### src/rtl/crc_pkg.sv
// crc_pkg: shared types and helpers for the streaming CRC block.
// Holds the two-state FSM encoding, a byte bit-reversal helper and the
// byte-parallel CRC update used by crc_core.
package crc_pkg;

    // Frame phase: forwarding payload, or appending the CRC bytes.
    typedef enum logic {
        PASS   = 1'b0,
        APPEND = 1'b1
    } state_e;

    // Widest CRC supported; narrower CRCs live in the low bits.
    localparam int unsigned CRC_MAX_W = 32;

    // Bit-reverse one byte (LSB-first data into the MSB-first update).
    function automatic logic [7:0] reflect8(input logic [7:0] d);
        logic [7:0] r;
        for (int i = 0; i < 8; i++) begin
            r[i] = d[7-i];
        end
        return r;
    endfunction

    // One byte folded into a normal-form (MSB-first) CRC of width w.
    // The eight bit steps are unrolled, so this is purely combinational.
    // Results are masked to w bits; the upper bits are always zero.
    function automatic logic [CRC_MAX_W-1:0] crc_byte_update(
        input int                   w,
        input logic [CRC_MAX_W-1:0] poly,
        input logic [CRC_MAX_W-1:0] crc,
        input logic [7:0]           data
    );
        logic [CRC_MAX_W-1:0] mask;
        logic [CRC_MAX_W-1:0] c;
        mask = (w >= 32) ? 32'hFFFF_FFFF : ((32'd1 << w) - 32'd1);
        c    = (crc ^ ({24'd0, data} << (w - 8))) & mask;
        for (int b = 0; b < 8; b++) begin
            if (c[w-1]) begin
                c = ((c << 1) ^ poly) & mask;
            end else begin
                c = (c << 1) & mask;
            end
        end
        return c;
    endfunction

endpackage

### src/rtl/crc_core.sv
// crc_core: combinational byte-parallel CRC update, crc_out = f(crc_in, data).
module crc_core
    import crc_pkg::*;
#(
    parameter int unsigned       CRC_W = 8,
    parameter logic [CRC_W-1:0]  POLY  = 8'h07
) (
    input  logic [CRC_W-1:0] crc_in,
    input  logic [7:0]       data,
    output logic [CRC_W-1:0] crc_out
);

    logic [CRC_MAX_W-1:0] upd_full;

    // Whole byte folded in a single combinational step.
    always_comb begin
        upd_full = crc_byte_update(CRC_W, CRC_MAX_W'(POLY), CRC_MAX_W'(crc_in), data);
    end

    assign crc_out = upd_full[CRC_W-1:0];

    // Bits above CRC_W are masked to zero by the update and carry nothing.
    generate
        if (CRC_W < CRC_MAX_W) begin : g_pad
            logic [CRC_MAX_W-1-CRC_W:0] pad_unused;
            assign pad_unused = upd_full[CRC_MAX_W-1:CRC_W];
        end
    endgenerate

endmodule

### src/rtl/crc_stream.sv
// crc_stream: byte stream pass-through that appends a CRC after each frame.
// Payload is forwarded through one output register; after the s_last byte
// the CRC_W/8 bytes of (crc ^ XOR_OUT) follow, the final one with m_last.
// Optional build macro CRC_STREAM_CHECK_EN adds a check mode (chk_mode,
// chk_done, chk_err, RESIDUE) in which frames are forwarded untouched and the
// CRC over payload plus received CRC is compared against RESIDUE.
module crc_stream
    import crc_pkg::*;
#(
    parameter int unsigned      CRC_W   = 8,
    parameter logic [CRC_W-1:0] POLY    = 8'h07,
    parameter logic [CRC_W-1:0] INIT    = '0,
    parameter logic [CRC_W-1:0] XOR_OUT = '0,
    parameter bit               REFLECT = 1'b0
`ifdef CRC_STREAM_CHECK_EN
    ,
    parameter logic [CRC_W-1:0] RESIDUE = '0
`endif
) (
    input  logic       clk,
    input  logic       rst_n,
    input  logic       s_valid,
    output logic       s_ready,
    input  logic [7:0] s_data,
    input  logic       s_last,
    output logic       m_valid,
    input  logic       m_ready,
    output logic [7:0] m_data,
    output logic       m_last
`ifdef CRC_STREAM_CHECK_EN
    ,
    input  logic       chk_mode,
    output logic       chk_done,
    output logic       chk_err
`endif
);

    localparam int unsigned NBYTES   = CRC_W / 8;
    localparam logic [1:0]  LAST_IDX = 2'(NBYTES - 1);

    state_e           state_q, state_d;
    logic [CRC_W-1:0] crc_q, crc_d;
    logic [1:0]       idx_q, idx_d;
    logic             m_valid_q, m_valid_d;
    logic [7:0]       m_data_q, m_data_d;
    logic             m_last_q, m_last_d;

    logic             load;
    logic             s_fire;
    logic             crc_done;
    logic             check_frame;
    logic [7:0]       core_data;
    logic [CRC_W-1:0] crc_next;
    logic [CRC_W-1:0] crc_view;
    logic [CRC_W-1:0] crc_tx;
    logic [7:0]       crc_bytes [4];
    logic [1:0]       sel;

    // The output register may take a new byte when empty or being drained.
    assign load    = !m_valid_q || m_ready;
    assign s_ready = rst_n && (state_q == PASS) && load;
    assign s_fire  = s_valid && s_ready;

    assign m_valid = m_valid_q;
    assign m_data  = m_data_q;
    assign m_last  = m_last_q;

    // Reflected mode feeds LSB-first bytes into the MSB-first update.
    assign core_data = REFLECT ? reflect8(s_data) : s_data;

    crc_core #(
        .CRC_W (CRC_W),
        .POLY  (POLY)
    ) u_core (
        .crc_in  (crc_q),
        .data    (core_data),
        .crc_out (crc_next)
    );

    // Output view of the CRC register: bit-reversed when REFLECT is set.
    generate
        for (genvar gi = 0; gi < CRC_W; gi++) begin : g_view
            assign crc_view[gi] = REFLECT ? crc_q[CRC_W-1-gi] : crc_q[gi];
        end
    endgenerate

    assign crc_tx = crc_view ^ XOR_OUT;

    // Split the transmitted CRC into bytes; slot 0 is the least significant.
    generate
        for (genvar gi = 0; gi < 4; gi++) begin : g_bytes
            if (gi < NBYTES) begin : g_used
                assign crc_bytes[gi] = crc_tx[gi*8 +: 8];
            end else begin : g_zero
                assign crc_bytes[gi] = 8'h00;
            end
        end
    endgenerate

    // Reflected CRCs go out LSB byte first, normal ones MSB byte first.
    assign sel      = REFLECT ? idx_q : (LAST_IDX - idx_q);
    assign crc_done = (idx_q == LAST_IDX);

`ifdef CRC_STREAM_CHECK_EN
    logic             first_q, first_d;
    logic             mode_q, mode_d;
    logic             chk_done_q, chk_done_d;
    logic             chk_err_q, chk_err_d;
    logic [CRC_W-1:0] crc_next_view;

    // chk_mode is honoured on the first byte and held for the rest of the frame.
    assign check_frame = first_q ? chk_mode : mode_q;
    assign chk_done    = chk_done_q;
    assign chk_err     = chk_err_q;

    generate
        for (genvar gi = 0; gi < CRC_W; gi++) begin : g_next_view
            assign crc_next_view[gi] = REFLECT ? crc_next[CRC_W-1-gi] : crc_next[gi];
        end
    endgenerate

    // Check-mode bookkeeping: frame start tracking and the one-cycle verdict.
    always_comb begin
        first_d    = first_q;
        mode_d     = mode_q;
        chk_done_d = 1'b0;
        chk_err_d  = 1'b0;
        if (s_fire) begin
            first_d = s_last;
            mode_d  = check_frame;
            if (s_last && check_frame) begin
                chk_done_d = 1'b1;
                chk_err_d  = (crc_next_view != RESIDUE);
            end
        end
    end

    // Check-mode registers.
    always_ff @(posedge clk or negedge rst_n) begin
        if (!rst_n) begin
            first_q    <= 1'b1;
            mode_q     <= 1'b0;
            chk_done_q <= 1'b0;
            chk_err_q  <= 1'b0;
        end else begin
            first_q    <= first_d;
            mode_q     <= mode_d;
            chk_done_q <= chk_done_d;
            chk_err_q  <= chk_err_d;
        end
    end
`else
    assign check_frame = 1'b0;
`endif

    // Next state: enter APPEND after a generating frame's last byte,
    // return to PASS once the last CRC byte is loaded.
    always_comb begin
        state_d = state_q;
        case (state_q)
            PASS: begin
                if (s_fire && s_last && !check_frame) begin
                    state_d = APPEND;
                end
            end
            APPEND: begin
                if (load && crc_done) begin
                    state_d = PASS;
                end
            end
        endcase
    end

    // Datapath: CRC accumulation, byte index and output register loading.
    always_comb begin
        crc_d     = crc_q;
        idx_d     = idx_q;
        m_valid_d = m_valid_q && !m_ready;
        m_data_d  = m_data_q;
        m_last_d  = m_last_q;
        case (state_q)
            PASS: begin
                if (s_fire) begin
                    m_valid_d = 1'b1;
                    m_data_d  = s_data;
                    m_last_d  = check_frame && s_last;
                    crc_d     = (check_frame && s_last) ? INIT : crc_next;
                    idx_d     = '0;
                end
            end
            APPEND: begin
                if (load) begin
                    m_valid_d = 1'b1;
                    m_data_d  = crc_bytes[sel];
                    m_last_d  = crc_done;
                    if (crc_done) begin
                        crc_d = INIT;
                        idx_d = '0;
                    end else begin
                        idx_d = idx_q + 2'd1;
                    end
                end
            end
        endcase
    end

    // State, CRC and output registers; reset abandons any frame in flight.
    always_ff @(posedge clk or negedge rst_n) begin
        if (!rst_n) begin
            state_q   <= PASS;
            crc_q     <= INIT;
            idx_q     <= '0;
            m_valid_q <= 1'b0;
            m_data_q  <= 8'h00;
            m_last_q  <= 1'b0;
        end else begin
            state_q   <= state_d;
            crc_q     <= crc_d;
            idx_q     <= idx_d;
            m_valid_q <= m_valid_d;
            m_data_q  <= m_data_d;
            m_last_q  <= m_last_d;
        end
    end

endmodule

### config.mk
export PLATFORM = sky130hd
export DESIGN_NAME = crc_stream
export DESIGN_NICKNAME = d
export VERILOG_FILES = /design/src/rtl/crc_pkg.sv /design/src/rtl/crc_core.sv /design/src/rtl/crc_stream.sv
export SDC_FILE = /design/constraint.sdc
export NUM_CORES = 1
export LEC_CHECK = 0
export ABC_AREA = 1
export BUFFER_PORTS_ARGS = -buffer_cell sky130_fd_sc_hd__buf_2
export CAP_MARGIN = 20
export CELL_PAD_IN_SITES_DETAIL_PLACEMENT = 2
export CELL_PAD_IN_SITES_GLOBAL_PLACEMENT = 2
export CORE_MARGIN = 4
export CORE_UTILIZATION = 33
export DETAILED_ROUTE_END_ITERATION = 10
export PLACE_DENSITY = 0.93
export RECOVER_POWER = 50
export REMOVE_ABC_BUFFERS = 1
export SETUP_SLACK_MARGIN = 0.5
export SLEW_MARGIN = 0
export SYNTH_ARGS = -nofsm -noshare
export SYNTH_HDL_FRONTEND = slang
export SYNTH_SLANG_ARGS = --single-unit
### constraint.sdc
create_clock -name clk -period 3.8 [get_ports clk]
set_clock_uncertainty 0.15 [all_clocks]
set_input_delay 0.57 -clock clk [delete_from_list [all_inputs] [get_ports clk]]
set_output_delay 0.57 -clock clk [all_outputs]
set_load 0.005 [all_outputs]
# Yosys cells after proc, flatten, opt, wreduce, memory -nomap -nowiden
# Index checks and enable logic that the tools add are counted.
# Widths: inputs -> output; s select.
# classes
reduce_logical	12
mux	31
bitwise_logic	11
eq_ne	3
n_addsub	2
n_lt_le_gt_ge	1
# ops
op	n
$mux 8	7
$pmux 8 s2	2
$mux 3	8
$not 3->3	8
$bmux 8 s2	1
$xor 8x8->8	1
$logic_and 1x1->1	6
$mux 1	6
$mux 2	3
$pmux 1 s2	3
$ne 2x1->1 const B	2
$pmux 2 s2	1
$ge 3x3->1 const B	1
$not 2->3	1
$reduce_and 3->1	1
$add 2x1->2 const B	1
$logic_not 1->1	2
$logic_not 2->1	1
$ne 2x2->1 const B	1
$reduce_and 2->1	1
$sub 1x2->2 const A	1
$logic_or 1x1->1	1
$not 1->1	1
# word_totals
word_cells	66
output_inout_bits	11
ff_bits	21

# Longest topological paths before layout
# depth
word_depth	19
depth_mapped	11

# Modules after synthesis
# Synthesis repeated with hierarchy kept, for this count alone.
# hier_totals
cells_unflattened	210
area_unflattened_um2	1450.1
# by_module_without_submodules
module	seq_area_each_um2	cells_per_inst	n_inst	area_each_um2
crc_stream	525.5	130	1	1067.3
crc_core	0.0	80	1	382.9

# Worst setup path before layout
# No wires, ideal clock.
# synth_path
path_type	in2out
from	input m_ready
to	output s_ready
t_arrival_ns	0.983
path_stages	4
slack_ns	2.097
path_buffers	0
path_cell_list	inv_1 > nand2_1 > inv_1 > nor3_1
# synth_between
elab_chain_cells	2
# synth_rtl
item	line	source
start, declared	crc_stream.sv:27	input logic m_ready,
$logic_or 1x1->1	crc_stream.sv:60	assign load = !m_valid_q || m_ready;
$logic_and 1x1->1	crc_stream.sv:61	assign s_ready = rst_n && (state_q == PASS) && load;
end, declared	crc_stream.sv:23	output logic s_ready,
# Every way passes these cells.

# Final worst setup path
# layout_path
from	input rst_n
to	output s_ready
# layout_between
elab_chain_cells	2
# layout_rtl
item	line	source
start, declared	crc_stream.sv:21	input logic rst_n,
$logic_and 1x1->1 (2 in series)	crc_stream.sv:61	
# Every way passes these cells.

==> metrics.cfg <==
[status]
status=complete, no violations

[grt]
track_usage=0.1802
antenna_found_initial=0
grt_use_met2=0.3245
grt_first_pass_wirelength_um=6989
grt_pass1_vias=1440
grt.met1_usage=0.2107
grt_overflow=0
grt_busiest_layer=met2
grt_max_degree=24
grt_util_met3=0.02945

[critical_path]
r2r_end=m_data[3]
critical_path.max_stage_delay_ps=970
critPathLaunchType=primary input
endpoint_kind=output port
critPathMaxFanout=23
crit_cells=4
path_cells=clkbuf_1 -> inv_1 -> nor3_1 -> buf_2
r2r_cells=5
cp.buffers_inverters=3
crit_slowest_cell=clkbuf_1
crit_arrival_ps=2080
r2r_setup_slack_ps=1740
crit_end=s_ready
required_ps=3080
worstSetupPathType=primary input to output port
startpoint=rst_n
critPathTopFamily=buffers and inverters
rr_startpoint=state_q

[logic_synthesis]
yosysSeqAreaShare=0.3947
synth-seq-cells=21
synthDistinctLibCells=25
postSynthCellCount=184
syn_avg_cell_area_um2=7.235
syn_area_um2=1331
yosysWarnings=0

[clock_tree]
ctsHoldBuffers=0
cts_buffers=3
clockBufferDepth=2
post_cts_resized=0
worstSkewPairLatency_ps=270
clock-sinks=21
path_clk_slew_ps=80
cts_tree=done
post_cts_buffers=0
htreeDepth=1
root_buffer=clkbuf_8

[die]
ios=24
fp.dieW_um=71.52
die_y_um=71.52
core_area_um2=3771
initial_core_util=0.3530
die-area_um2=5114
rows=22

[power]
ir_worst_vdd_mv=0.2950
finalPower_w=0.001051
pwr_density_cell_nw_per_um2=689.1
p_leak_nw=0.8054

[timing]
final_max_slew_viol_count=0
worst_pin_slew_ps=1368
finalSetupViolCount=0
slew_headroom=0.08803
fin_setup_tns_ps=0
fmax_mhz=357.1
hold_viol_final=0
grt_setup_unrepaired=no
min_period_over_period=0.7369
min_period_ps=2800
fin_ws_ps=999.7

[final_layout]
synthToLayoutAreaGrowth_pct=14.57
diodes=0
utilization=0.4044
final_nets=223
drive_above_1_share=0.1498

[place]
place_hpwl_um=3182
gp_congestion=0.7283
io_buffers=23
pre_cts_slack_ps=1456

[drt]
via_per_inst=5.067
route.detailed.drc=0
drt_iter0_drc=24
vias=1292
drtAntennaViolNets=0
wl_per_cell_um=16.72
totalWireLength_um=4263
firstDrtPassIters=2

[run]
maxCapViolations=0

[worst_hold_path]
hp-class=primary input to flip-flop

==> worst reg2reg max path: stages (launching register included) <==
cell and delay, ps:
dfrtp_1 510, inv_2 290, nand4_4 190, nand2_1 590, nor2_1 90, a31oi_1 160
==> sequential cells by signal, indices dropped and copies added, names as in the netlist <==
register and flops:
m_last 1, crc_q 8, idx_q 2, m_data 8, m_valid 1, state_q 1
==> kinds of logic (layout without fill, tap and decap cells) <==
logic type	Yosys count	after routing	synth area share
AO/OA/AOI/OAI	24	24	0.1024
adder cells (fa/ha/maj)	2	2	0.01879
buffers and inverters	30	53	0.09963
AND/OR/NAND/NOR	98	98	0.3139
XOR/XNOR	9	9	0.07050
flip-flops	21	21	0.3947
==> Yosys cell counts, drive strengths merged <==
library cell  instances  area, um^2
xnor2                 4       42.55
buf                   3       17.52
o22ai                 3       18.77
nor3                  7       35.03
nor2                  9       33.78
bufinv                1       17.52
nand2                66       250.2
inv                  25       93.84
ha                    2       25.02
nand4                 3       33.78
dfrtp                21       525.5
a21oi                14       70.07
a21o                  1       7.510
a31oi                 2       12.51
o21ai                 3       15.01
xor2                  5       51.30
a22oi                 1       12.51
nand3                13       65.06
clkbuf                1       3.750
==> routing by layer <==
layer | share of wire | routed length, um
met2 | 0.51 | 2193
met4 | 0.015 | 65
met5 | 0 | 0
met1 | 0.44 | 1868
met3 | 0.032 | 135
==> final cells by class <==
class	count	area [um^2]
fillers	457	2246
multi-input cells	133	673.1
flip-flops and latches	21	525.5
inverters	26	111.4
repair buffers	23	110.1
well taps	48	60.06
clock buffers	4	45.04
==> stage by stage <==
| stage | cell area (um^2) | hold slack, ps | cells |
|---|---|---|---|
| global placement | 1485 | 356.9 | 251 |
| finish | 1525 | 363.4 | 255 |
| global route | 1525 | 375.7 | 255 |
| detailed placement | 1485 | 375.2 | 251 |
| floorplan | 1310 | 124.4 | 180 |
| CTS | 1530 | 145.9 | 255 |
==> where the power goes <==
group,internal (W),total [W],switching [W]
registers,0.000313,0.000385,0.0000728
clock network,0.0000749,0.000152,0.0000771
logic,0.000190,0.000514,0.000324
==> worst min path at each step <==
| stage | to | startpoint | slack, ps | cells past startpoint |
|---|---|---|---|---|
| 3_5_place_dp | m_data[4] | m_data[4] | 380 | 2 |
| 6_report | state_q | s_last | 360 | 2 |
| 5_1_grt | state_q | s_last | 380 | 2 |
| 3_3_place_gp | m_data[7] | m_data[7] | 360 | 2 |
| 4_1_cts | m_data[6] | rst_n | 150 | 1 |
| 2_1_floorplan | crc_q[0] | rst_n | 120 | 0 |
==> cell usage in the layout, fill, tap and decap left out <==
| master | count |
|---|---|
| o22ai_1 | 3 |
| inv_2 | 3 |
| nand4_1 | 2 |
| xnor2_2 | 1 |
| inv_1 | 22 |
| a21o_1 | 1 |
| a22oi_2 | 1 |
| xor2_1 | 4 |
| clkbuf_8 | 3 |
| nand3_1 | 13 |
| a31oi_1 | 2 |
| dfrtp_1 | 21 |
| xnor2_1 | 3 |
| xor2_2 | 1 |
| a21oi_1 | 14 |
| nor2_1 | 9 |
| nand2_1 | 65 |
| o21ai_1 | 3 |
| buf_2 | 19 |
| clkbuf_1 | 5 |
| nand2_2 | 1 |
| nand4_4 | 1 |
| bufinv_8 | 1 |
| nor3_1 | 7 |
| ha_1 | 2 |
Note: power is estimated with default switching activity, not from simulation.
